### src/rtl/wrf_frame_gen.sv
// WR-fabric frame generator: emits back-to-back Ethernet frames of incrementing
// size and counting payload over a pipelined Wishbone master (16-bit data).
module wrf_frame_gen #(
    parameter int unsigned g_min_size   = 64,
    parameter int unsigned g_max_size   = 1500,
    parameter int unsigned g_gap_cycles = 16
) (
    input  logic        clk_sys,
    input  logic        rst_n,
    input  logic        enable_i,
    input  logic [47:0] dst_mac_i,
    input  logic [47:0] src_mac_i,
    input  logic [15:0] ethertype_i,
    output logic        src_cyc_o,
    output logic        src_stb_o,
    output logic        src_we_o,
    output logic [1:0]  src_sel_o,
    output logic [1:0]  src_adr_o,
    output logic [15:0] src_dat_o,
    input  logic        src_ack_i,
    input  logic        src_stall_i,
    input  logic        src_err_i,
    output logic        busy_o,
    output logic [31:0] frame_cnt_o,
    output logic [31:0] err_cnt_o
);

    localparam int unsigned SZ_W  = 16;
    localparam int unsigned GAP_W = 16;
    localparam logic [SZ_W-1:0]  MIN_SZ   = SZ_W'(g_min_size);
    localparam logic [SZ_W-1:0]  MAX_SZ   = SZ_W'(g_max_size);
    localparam logic [GAP_W-1:0] GAP_LOAD = GAP_W'(g_gap_cycles - 1);

    typedef enum logic [2:0] {
        ST_IDLE,
        ST_STATUS,
        ST_HDR,
        ST_PAYLOAD,
        ST_WAIT_ACK,
        ST_GAP
    } state_t;

    state_t           state_q, state_d;
    logic [SZ_W-1:0]  size_q, size_d;
    logic [SZ_W-1:0]  next_size_q, next_size_d;
    logic [47:0]      dst_q, dst_d;
    logic [47:0]      src_q, src_d;
    logic [15:0]      etype_q, etype_d;
    logic [10:0]      idx_q, idx_d;
    logic [10:0]      outst_q, outst_d;
    logic [GAP_W-1:0] gap_q, gap_d;
    logic [31:0]      frame_cnt_q, frame_cnt_d;
    logic [31:0]      err_cnt_q, err_cnt_d;

    logic             cyc;
    logic             stb;
    logic [1:0]       adr;
    logic [1:0]       sel;
    logic [15:0]      dat;
    logic             xfer;
    logic             ack_ok;
    logic             start;
    logic [SZ_W-1:0]  pay_len;
    logic [SZ_W-1:0]  pay_last;
    logic             pay_odd;
    logic             last_word;

    assign pay_len   = size_q - SZ_W'(14);
    assign pay_last  = (pay_len - SZ_W'(1)) >> 1;
    assign pay_odd   = pay_len[0];
    assign last_word = ({5'd0, idx_q} == pay_last);

    // State register
    always_ff @(posedge clk_sys or posedge rst_n) begin
        if (rst_n) begin
            state_q     <= ST_IDLE;
            size_q      <= MIN_SZ;
            next_size_q <= MIN_SZ;
            dst_q       <= '0;
            src_q       <= '0;
            etype_q     <= '0;
            idx_q       <= '0;
            outst_q     <= '0;
            gap_q       <= '0;
            frame_cnt_q <= '0;
            err_cnt_q   <= '0;
        end else begin
            state_q     <= state_d;
            size_q      <= size_d;
            next_size_q <= next_size_d;
            dst_q       <= dst_d;
            src_q       <= src_d;
            etype_q     <= etype_d;
            idx_q       <= idx_d;
            outst_q     <= outst_d;
            gap_q       <= gap_d;
            frame_cnt_q <= frame_cnt_d;
            err_cnt_q   <= err_cnt_d;
        end
    end

    // Next-state and datapath
    always_comb begin
        state_d     = state_q;
        size_d      = size_q;
        next_size_d = next_size_q;
        dst_d       = dst_q;
        src_d       = src_q;
        etype_d     = etype_q;
        idx_d       = idx_q;
        gap_d       = gap_q;
        frame_cnt_d = frame_cnt_q;
        err_cnt_d   = err_cnt_q;
        start       = 1'b0;

        xfer    = stb && !src_stall_i;
        // An ack landing with nothing outstanding is dropped unless it pairs with this cycle's transfer.
        ack_ok  = src_ack_i && ((outst_q != '0) || xfer);
        outst_d = outst_q + {10'd0, xfer} - {10'd0, ack_ok};

        unique case (state_q)
            ST_IDLE: start = enable_i;
            ST_STATUS: begin
                if (xfer) begin
                    state_d = ST_HDR;
                    idx_d   = '0;
                end
            end
            ST_HDR: begin
                if (xfer) begin
                    if (idx_q == 11'd6) begin
                        state_d = ST_PAYLOAD;
                        idx_d   = '0;
                    end else begin
                        idx_d = idx_q + 11'd1;
                    end
                end
            end
            ST_PAYLOAD: begin
                if (xfer) begin
                    if (last_word) state_d = ST_WAIT_ACK;
                    else           idx_d   = idx_q + 11'd1;
                end
            end
            ST_WAIT_ACK: begin
                if (outst_d == '0) begin
                    state_d     = ST_GAP;
                    gap_d       = GAP_LOAD;
                    frame_cnt_d = frame_cnt_q + 32'd1;
                end
            end
            ST_GAP: begin
                // The last gap cycle doubles as the IDLE decision so the cyc-low gap is exactly g_gap_cycles.
                if (gap_q == '0) begin
                    if (enable_i) start   = 1'b1;
                    else          state_d = ST_IDLE;
                end else begin
                    gap_d = gap_q - GAP_W'(1);
                end
            end
            default: state_d = ST_IDLE;
        endcase

        if (cyc && src_err_i) begin
            state_d     = ST_GAP;
            gap_d       = GAP_LOAD;
            outst_d     = '0;
            frame_cnt_d = frame_cnt_q;
            err_cnt_d   = err_cnt_q + 32'd1;
        end

        if (start) begin
            state_d     = ST_STATUS;
            size_d      = next_size_q;
            next_size_d = (next_size_q == MAX_SZ) ? MIN_SZ : next_size_q + SZ_W'(1);
            dst_d       = dst_mac_i;
            src_d       = src_mac_i;
            etype_d     = ethertype_i;
            idx_d       = '0;
            outst_d     = '0;
        end
    end

    // Outputs; held by construction while stalled since idx only moves on a transfer
    always_comb begin
        cyc = 1'b0;
        stb = 1'b0;
        adr = '0;
        sel = '0;
        dat = '0;
        unique case (state_q)
            ST_STATUS: begin
                cyc = 1'b1;
                stb = 1'b1;
                adr = 2'd2;
                sel = 2'b11;
            end
            ST_HDR: begin
                cyc = 1'b1;
                stb = 1'b1;
                sel = 2'b11;
                case (idx_q[2:0])
                    3'd0:    dat = dst_q[47:32];
                    3'd1:    dat = dst_q[31:16];
                    3'd2:    dat = dst_q[15:0];
                    3'd3:    dat = src_q[47:32];
                    3'd4:    dat = src_q[31:16];
                    3'd5:    dat = src_q[15:0];
                    default: dat = etype_q;
                endcase
            end
            ST_PAYLOAD: begin
                cyc = 1'b1;
                stb = 1'b1;
                sel = 2'b11;
                dat = {idx_q[6:0], 1'b0, idx_q[6:0], 1'b1};
                if (last_word && pay_odd) begin
                    sel      = 2'b10;
                    dat[7:0] = 8'h00;
                end
            end
            ST_WAIT_ACK: cyc = 1'b1;
            default: ;
        endcase
    end

    assign src_cyc_o   = cyc;
    assign src_stb_o   = stb;
    assign src_we_o    = cyc;
    assign src_sel_o   = sel;
    assign src_adr_o   = adr;
    assign src_dat_o   = dat;
    assign busy_o      = (state_q != ST_IDLE);
    assign frame_cnt_o = frame_cnt_q;
    assign err_cnt_o   = err_cnt_q;

endmodule

### config.mk
export PLATFORM = sky130hd
export DESIGN_NAME = wrf_frame_gen
export DESIGN_NICKNAME = d
export VERILOG_FILES = /design/src/rtl/wrf_frame_gen.sv
export SDC_FILE = /design/constraint.sdc
export NUM_CORES = 1
export LEC_CHECK = 0
export CAP_MARGIN = 10
export CORE_ASPECT_RATIO = 1.5
export CORE_UTILIZATION = 54
export CTS_CLUSTER_SIZE = 20
export DETAILED_ROUTE_END_ITERATION = 8
export GPL_ROUTABILITY_DRIVEN = 0
export PLACE_DENSITY = 0.79
export SLEW_MARGIN = 20
export SYNTH_ARGS = -nofsm -noshare
export SYNTH_HDL_FRONTEND = slang
export SYNTH_SLANG_ARGS = --single-unit
export TNS_END_PERCENT = 10
### constraint.sdc
create_clock -name clk_sys -period 9.6 [get_ports clk_sys]
set_input_delay 0.96 -clock clk_sys [delete_from_list [all_inputs] [get_ports clk_sys]]
set_output_delay 0.96 -clock clk_sys [all_outputs]
set_load 0.005 [all_outputs]
==> results of run 1 <==
report_power, final:
part / internal (uW) / total (uW) / switching, uW
clock network: 534 / 934 / 400
logic: 661 / 1630 / 970
registers: 1340 / 1560 / 220
final timing paths:
path | depth (start not counted) | end | start
setup / recovery | 11 | src_dat_o[4] | size_q[1]
hold / removal | 2 | src_q[18] | src_q[18]
setup reg to reg | 17 | frame_cnt_o[15] | state_q[0]
hold reg to reg | 2 | src_q[18] | src_q[18]
max in group asynchronous | 3 | dst_q[6] | rst_n
min in group asynchronous | 2 | frame_cnt_o[17] | rst_n
logic make-up (layout without fill, tap and decap cells):
group | Yosys count | count (layout) | share of synthesized area (%)
other cells | 1 | 1 | 0.02903
simple gates | 757 | 757 | 26.19
mux | 9 | 9 | 0.7653
buf+inv | 119 | 294 | 3.681
compound gates | 202 | 202 | 11.08
fa+ha+maj | 29 | 29 | 2.867
flops | 249 | 249 | 48.26
xor+xnor | 105 | 105 | 7.120
tightest hold or removal path: stages (launching register included):
cell and delay [ns]:
sky130_fd_sc_hd__dfrtp_1 0.34, sky130_fd_sc_hd__nand2_1 0.05, sky130_fd_sc_hd__nand2_1 0.05
cell type report:
class / count / area [um^2] / area share, %
Clock buffer: 34 / 668.1 / 4.202
Tap cell: 319 / 399.1 / 2.510
Multi-Input combinational cell: 1103 / 6236 / 39.22
Timing Repair Buffer: 214 / 2117 / 13.31
Inverter: 42 / 165.2 / 1.039
Clock inverter: 4 / 81.33 / 0.5115
Sequential cell: 249 / 6233 / 39.20
metal layers:
| layer | vias up | wire [um] | track usage [%] |
|---|---|---|---|
| met5 | - | 0 | 0 |
| met4 | 0 | 2312 | 17.92 |
| met3 | 116 | 1595 | 3.610 |
| met2 | 360 | 17930 | 52.81 |
| met1 | 5376 | 12680 | 31.70 |
| li1 | 5294 | - | - |
state kept, by name, indices dropped and copies added, names as in the netlist:
register / count
frame_cnt_o: 32
idx_q: 11
next_size_q: 16
gap_q: 16
outst_q: 11
size_q: 16
state_q: 3
etype_q: 16
err_cnt_o: 32
dst_q: 48
src_q: 48
stage by stage:
stage	util, %	instance area, um^2	hold slack (ns)	setup slack [ns]	power [uW]
after floorplan	-	12920	0.4401	1.800	2649
after global placement	64.27	15150	0.4545	4.056	3125
after detailed placement	64.27	15150	0.4593	3.850	3183
after CTS	67.45	15900	0.4760	4.030	4127
after global routing	67.46	15900	0.4838	3.694	4397
final	67.46	15900	0.4732	4.009	4127
cells in the final DEF (no fill, tap or decap), drive strengths merged, types with 7 or more instances in the layout:
master | synthesis | routed
nor3 | 32 | 32
o21ai | 49 | 49
clkdlybuf4s50 | 0 | 204
o31ai | 17 | 17
nand3 | 53 | 53
nand4 | 14 | 14
or4 | 10 | 10
and3 | 25 | 25
inv | 41 | 41
xor2 | 34 | 34
nor4 | 12 | 12
xnor2 | 71 | 71
dfrtp | 247 | 247
nand2b | 17 | 17
o41ai | 7 | 7
ha | 28 | 28
a21oi | 40 | 40
nor2 | 91 | 91
buf | 19 | 10
and2 | 10 | 10
clkbuf | 58 | 34
mux2 | 7 | 7
or3 | 10 | 10
nand2 | 449 | 449
nor2b | 9 | 9
a221oi | 8 | 8
a222oi | 21 | 21
==> impl_summary.log, run 1 <==
INFO  metric setup_repair_after_global_routing_missed_its_margin = false
INFO  metric drt_iter0_drc = roughly 770
INFO  metric ioPinCount = between 200 and 250
INFO  metric worst-endpoint-required = 8.64 ns
INFO  metric synthesis.nets = 1618
INFO  metric setup.reg_to_reg.worst_slack = about 4.5 ns
INFO  metric clk_path_buf_depth = 3
INFO  metric finalCriticalPeriod = 5.591 ns
INFO  metric floorplan.die.width = 128.3 um
INFO  metric synth.yosys.seq_area_share = roughly half
INFO  metric root_buffer = sky130_fd_sc_hd__clkbuf_16
INFO  metric worstPathArrival = 4.63 ns
INFO  metric floorplan.initialDensity = a little over half
INFO  metric cts.clk_slew.worst_paths = 0.06 ns
INFO  metric dieArea = between 20000 and 25000 um^2
INFO  metric tightest_slew = slightly below 1 ns
INFO  metric crit_path_max_fanout = 10
INFO  metric filler_cell_count = 1920
INFO  metric drtPass1Iterations = 5
INFO  metric synth_enable_flop_cells = 0
INFO  metric routed_via_density = between 5 and 6
INFO  metric cap_violations = 0
INFO  metric critical_path_buf_inv_count = 1
INFO  metric antenna_found_initial = 0
INFO  metric area.growth.synth_to_final = 23.10%
INFO  metric slew_headroom = 34.04%
INFO  metric place_inst = 1927
INFO  metric final_antenna_net_count = 0
INFO  metric drt_wl_total = 34520 um
INFO  metric detailedPlacementHpwl = 24480 um
INFO  metric nNetsFinal = 1781
INFO  metric path_common_cell = sky130_fd_sc_hd__xor2_1
INFO  metric cp_slowest_cell = sky130_fd_sc_hd__or4_1
INFO  metric core_area = 23570 um^2
INFO  metric path_delay_family = simple AND/OR/NAND/NOR gates
INFO  metric report.final.slew_viol_count = 0
INFO  metric syn_inst = 1471
INFO  metric clock-sinks = between 200 and 250
INFO  metric floorplan.die.height = around 190 um
INFO  metric library_cells_used_by_synthesis = 76
INFO  metric tritoncts = yes
INFO  metric post_cts_resized = 0
INFO  metric yosys_warnings = 0
INFO  metric num_antenna_cells = 0
INFO  metric leakagePower = 0.007385 uW
INFO  metric post_cts_setup_driven_buffer_insertion_count = 0
INFO  metric grt_pass1_vias = 11460
INFO  metric drc = 0
INFO  metric final_cells = 1965
INFO  metric post-synth-top-count-cell = sky130_fd_sc_hd__nand2_1
INFO  metric netlist.area_leader.share = between 40% and 50%
INFO  metric synth.largest_area_cell = sky130_fd_sc_hd__dfrtp_1
INFO  metric input_output_buffers = 204
INFO  metric fin_crit_sh = 58.24%
INFO  metric rows = 69
INFO  metric power_per_cell_area = 259.6 nW/um^2
INFO  metric final-setup-viol-count = 0
INFO  metric synth_area = between 10000 and 15000 um^2
INFO  metric peakVddDrop = 0.0001765 V
INFO  metric global_route.overflow_total = 0
INFO  metric worst_min_path_class = reg2reg
INFO  metric grt_start_max_net_pins = 102
INFO  metric timing.setup.tns = 0 ns
INFO  metric detailroute.via_count = around 11000
INFO  metric max_stage_delay = 0.51 ns
INFO  metric final.setup_skew = 0.01568 ns
INFO  metric ys_seq_elements = 249
INFO  metric synth.area.top_cells = sky130_fd_sc_hd__dfrtp_1 48%, sky130_fd_sc_hd__nand2_1 13%, sky130_fd_sc_hd__xnor2_1 4.8%
INFO  metric worstSetupEndpointType = primary output
INFO  metric clk-insertion-delay-late = 0.54 ns
INFO  metric outcome = completed
INFO  metric max_freq = 178.9 MHz
INFO  metric hold_viol = 0
INFO  metric h-tree-depth = 1
INFO  metric synthesis.area_per_instance = 8.781 um^2
INFO  metric ordered_list_of_cells_on_the_worst_path = ha_1 > xor2_1 > or2_2 > xor2_1 > or4_1 > a211oi_1 > or3b_1 > nor3_2 > a21oi_1 > a22o_1 > clkdlybuf4s50_1
INFO  metric gr-usage-all-layers = between 20% and 30%
INFO  metric final_layout_size_suffix_gt1_share = 4.557%
INFO  metric yosys_most_used_dff = sky130_fd_sc_hd__dfrtp_1
INFO  metric drt-wirelength-per-cell = around 18 um
INFO  metric synth_async_sr_flop_share = 100.0%
INFO  metric synthTopCellsByCount = 448 x sky130_fd_sc_hd__nand2_1, 247 x sky130_fd_sc_hd__dfrtp_1, 91 x sky130_fd_sc_hd__nor2_1
INFO  metric cts_hold_buf = 0
INFO  metric grt_pass1_wl = 56420 um
INFO  metric timing.critical_path.from_type = flop
INFO  metric critical_path_start_end_classification = reg2out
INFO  metric cts_buffers = 24
Note: power is estimated with default switching activity, not from simulation.
==> run 2: changes to the inputs <==
--- a/config.mk
+++ b/config.mk
@@ -7,11 +7,11 @@
 export LEC_CHECK = 0
 export CAP_MARGIN = 10
 export CORE_ASPECT_RATIO = 1.5
-export CORE_UTILIZATION = 54
+export CORE_UTILIZATION = 49
 export CTS_CLUSTER_SIZE = 20
 export DETAILED_ROUTE_END_ITERATION = 8
 export GPL_ROUTABILITY_DRIVEN = 0
-export PLACE_DENSITY = 0.79
+export PLACE_DENSITY = 0.76
 export SLEW_MARGIN = 20
 export SYNTH_ARGS = -nofsm -noshare
 export SYNTH_HDL_FRONTEND = slang
==> constraint.sdc (replaced) <==
create_clock -name clk_sys -period 4.8 [get_ports clk_sys]
set_input_delay 0.48 -clock clk_sys [delete_from_list [all_inputs] [get_ports clk_sys]]
set_output_delay 0.48 -clock clk_sys [all_outputs]
set_load 0.005 [all_outputs]
==> impl_summary.log, run 2 (synthesis gave the netlist of run 1 again) <==
INFO  metric final-setup-viol-count = 0
INFO  metric input_output_buffers = 204
INFO  metric grt_start_max_net_pins = between 150 and 200
INFO  metric outcome = completed
INFO  metric detailroute.via_count = 11310
INFO  metric cap_violations = 0
INFO  metric root_buffer = sky130_fd_sc_hd__clkbuf_16
INFO  metric tightest_slew = 1.107 ns
INFO  metric timing.critical_path.from_type = flop
INFO  metric core_area = 25850 um^2
INFO  metric finalCriticalPeriod = around 4.8 ns
INFO  metric pwr-share-comb = between 30% and 40%
INFO  metric worstPathArrival = between 4 and 5 ns
INFO  metric worst-endpoint-required = 4.32 ns
INFO  metric slew_headroom = 26.17%
INFO  metric cts_buffers = 25
INFO  metric leakagePower = 0.007586 uW
INFO  metric fin_crit_sh = 99.48%
INFO  metric worst_min_path_class = in2reg
INFO  metric sw_power = 3233 uW
INFO  metric timing.setup.tns = 0 ns
INFO  metric floorplan.initialDensity = 49.96%
INFO  metric setup.reg_to_reg.worst_slack = approximately 0.33 ns
INFO  metric clock-sinks = 249
INFO  metric routed_via_density = ~5.6
INFO  metric mostFrequentLayoutCell = sky130_fd_sc_hd__nand2_1
INFO  metric hold_viol = 0
INFO  metric max_freq = 209.4 MHz
INFO  metric hold-path-cell-count = 3
INFO  metric crit_path_max_fanout = 7
INFO  metric power_frac_seq = a little over a third
INFO  metric final.setup_skew = approximately 0.020 ns
INFO  metric num_antenna_cells = 0
INFO  metric area.growth.synth_to_final = 25.80%
INFO  metric floorplan.die.height = 200.8 um
INFO  metric p_int = ~5300 uW
INFO  metric power_after_layout = 8583 uW
INFO  metric ioPinCount = 206
INFO  metric drt_wl_total = 35390 um
INFO  metric ordered_list_of_cells_on_the_worst_path = ha_1 > xor2_1 > or2_2 > xor2_1 > or4_1 > a211oi_1 > or3b_4 > nor3_4 > buf_4 > nand2_1 > o21a_1 > clkdlybuf4s50_1
INFO  metric final_antenna_net_count = 0
INFO  metric grt_pass1_vias = between 10000 and 15000
INFO  metric path_delay_family = simple AND/OR/NAND/NOR gates
INFO  metric setup_repair_after_global_routing_missed_its_margin = true
INFO  metric critical_path_buf_inv_count = 2
INFO  metric worst_r2r_path_depth = 18
INFO  metric power_per_cell_area = ~530 nW/um^2
INFO  metric rows = 72
INFO  metric drt-wirelength-per-cell = 17.63 um
INFO  metric power.share.clock = around a quarter
INFO  metric drtPass1Iterations = 6
INFO  metric path_common_cell = sky130_fd_sc_hd__xor2_1
INFO  metric layout.cells.most_common_list = 448 x sky130_fd_sc_hd__nand2_1, 246 x sky130_fd_sc_hd__dfrtp_1, 203 x sky130_fd_sc_hd__clkdlybuf4s50_1
INFO  metric dieArea = ~27000 um^2
INFO  metric final_layout_size_suffix_gt1_share = 6.631%
INFO  metric switching_share = 37.67%
INFO  metric hold_path_startpoint = dst_mac_i[1]
INFO  metric h-tree-depth = 1
INFO  metric gr-usage-all-layers = about a quarter
INFO  metric crit_path_start = size_q[1]
INFO  metric final_cells = 2007
INFO  metric cts.clk_slew.worst_paths = about 0.060 ns
INFO  metric place_inst = 1962
INFO  metric grt_pass1_wl = 57350 um
INFO  metric worstSetupEndpointType = primary output
INFO  metric largest_registers = dst_q x48, src_q x48
INFO  metric cp_slowest_cell = sky130_fd_sc_hd__or4_1
INFO  metric rr_startpoint = outst_q[4]
INFO  metric drc = 0
INFO  metric critical_path_start_end_classification = reg2out
INFO  metric peakVddDrop = 0.0003578 V
INFO  metric antenna_found_initial = 0
INFO  metric report.final.slew_viol_count = 0
INFO  metric global_route.overflow_total = 0
INFO  metric floorplan.die.width = 134.6 um
INFO  metric drt_iter0_drc = 828
INFO  metric hold_crit_endpoint = dst_q[1]
INFO  metric clk_path_buf_depth = 3
INFO  metric filler_cell_count = 2158
INFO  metric crit-reg2reg-capture = frame_cnt_o[21]
INFO  metric max_stage_delay = 0.50 ns
INFO  metric clk-insertion-delay-late = 0.53 ns
INFO  metric tritoncts = yes
INFO  metric nNetsFinal = 1803
INFO  metric detailedPlacementHpwl = 25330 um
## run 2: changes by cell type in the layout (fill, tap and decap cells not counted), sizes merged
cell / before / now
clkbuf: 34 / 37
clkdlybuf4s50: 204 / 203
bufinv: 2 / 3
dlymetal6s2s: 0 / 1
buf: 10 / 31
clkinvlp: 0 / 3
## run 2: worst max path at each step
stage / to / slack, ns / cells after the start
CTS: src_dat_o[3] / 0.008 / 12
global route: src_sel_o[0] / -0.09 / 12
global placement: frame_cnt_o[27] / -0.07 / 17
detailed placement: frame_cnt_o[31] / -0.18 / 17
floorplan: frame_cnt_o[15] / 0.24 / 20
finish: src_sel_o[0] / 0.03 / 12
## run 2: what timing repair did
action / in CTS / in global routing
resized for setup: 3 / 5
hold buffers: 0 / 0
pin swaps: 1 / 1
endpoints found under the setup margin: 9 / 9
buffers inserted: 0 / 0
## run 2: metal layers
layer  routed length (um)  GRT usage [%]  part of all wire (%)
met1                13380          30.00                    38
met2                18750          48.78                    53
met3                 1616          3.232                   4.6
met4                 1645          12.44                   4.6
met5                    0              0                     0
## run 2: final cells by class
type	count	area [um^2]	share of cell area, %
Multi-Input combinational cell	1103	6257	38.51
Sequential cell	249	6235	38.37
Timing Repair Buffer	235	2293	14.12
Clock buffer	37	760.7	4.682
Tap cell	333	416.7	2.564
Inverter	42	161.4	0.9934
Clock inverter	8	123.9	0.7624
## run 2: power by group through the flow
| stage | sequential, uW | clock (uW) | combinational [uW] |
|---|---|---|---|
| floorplan | 2990 | 0 | 2310 |
| global placement | 3110 | 0 | 3260 |
| detailed placement | 3140 | 0 | 3340 |
| CTS | 3100 | 2120 | 3380 |
| global route | 3180 | 2200 | 3760 |
| finish | 3110 | 2080 | 3380 |
## run 2: stage by stage
| step | hold WS, ns | area [um^2] | worst slack, ns | utilization (%) |
|---|---|---|---|---|
| finish | 0.4719 | 16250 | 0.02504 | 62.84 |
| global route | 0.4723 | 16250 | -0.08831 | 62.84 |
| CTS | 0.4569 | 16230 | 0.007854 | 62.76 |
| detailed placement | 0.4617 | 15330 | -0.1754 | 59.30 |
| global placement | 0.4530 | 15330 | -0.06669 | 59.30 |
| floorplan | 0.4401 | 12920 | 0.2430 | - |
## run 2: worst reg2reg max path, cell delays in order, from the launching register on
cell and delay, ns:
sky130_fd_sc_hd__dfrtp_1 0.38, sky130_fd_sc_hd__inv_1 0.08, sky130_fd_sc_hd__ha_1 0.17, sky130_fd_sc_hd__nand4b_1 0.10, sky130_fd_sc_hd__o31a_1 0.28, sky130_fd_sc_hd__ha_1 0.26, sky130_fd_sc_hd__inv_1 0.05, sky130_fd_sc_hd__ha_1 0.15
sky130_fd_sc_hd__inv_1 0.05, sky130_fd_sc_hd__fa_1 0.37, sky130_fd_sc_hd__nand2b_1 0.17, sky130_fd_sc_hd__a21oi_1 0.19, sky130_fd_sc_hd__o21ba_2 0.18, sky130_fd_sc_hd__mux2i_1 0.23, sky130_fd_sc_hd__o211ai_1 0.12, sky130_fd_sc_hd__or4_1 0.51
sky130_fd_sc_hd__or4_4 0.63, sky130_fd_sc_hd__nor3b_1 0.28, sky130_fd_sc_hd__xor2_1 0.16
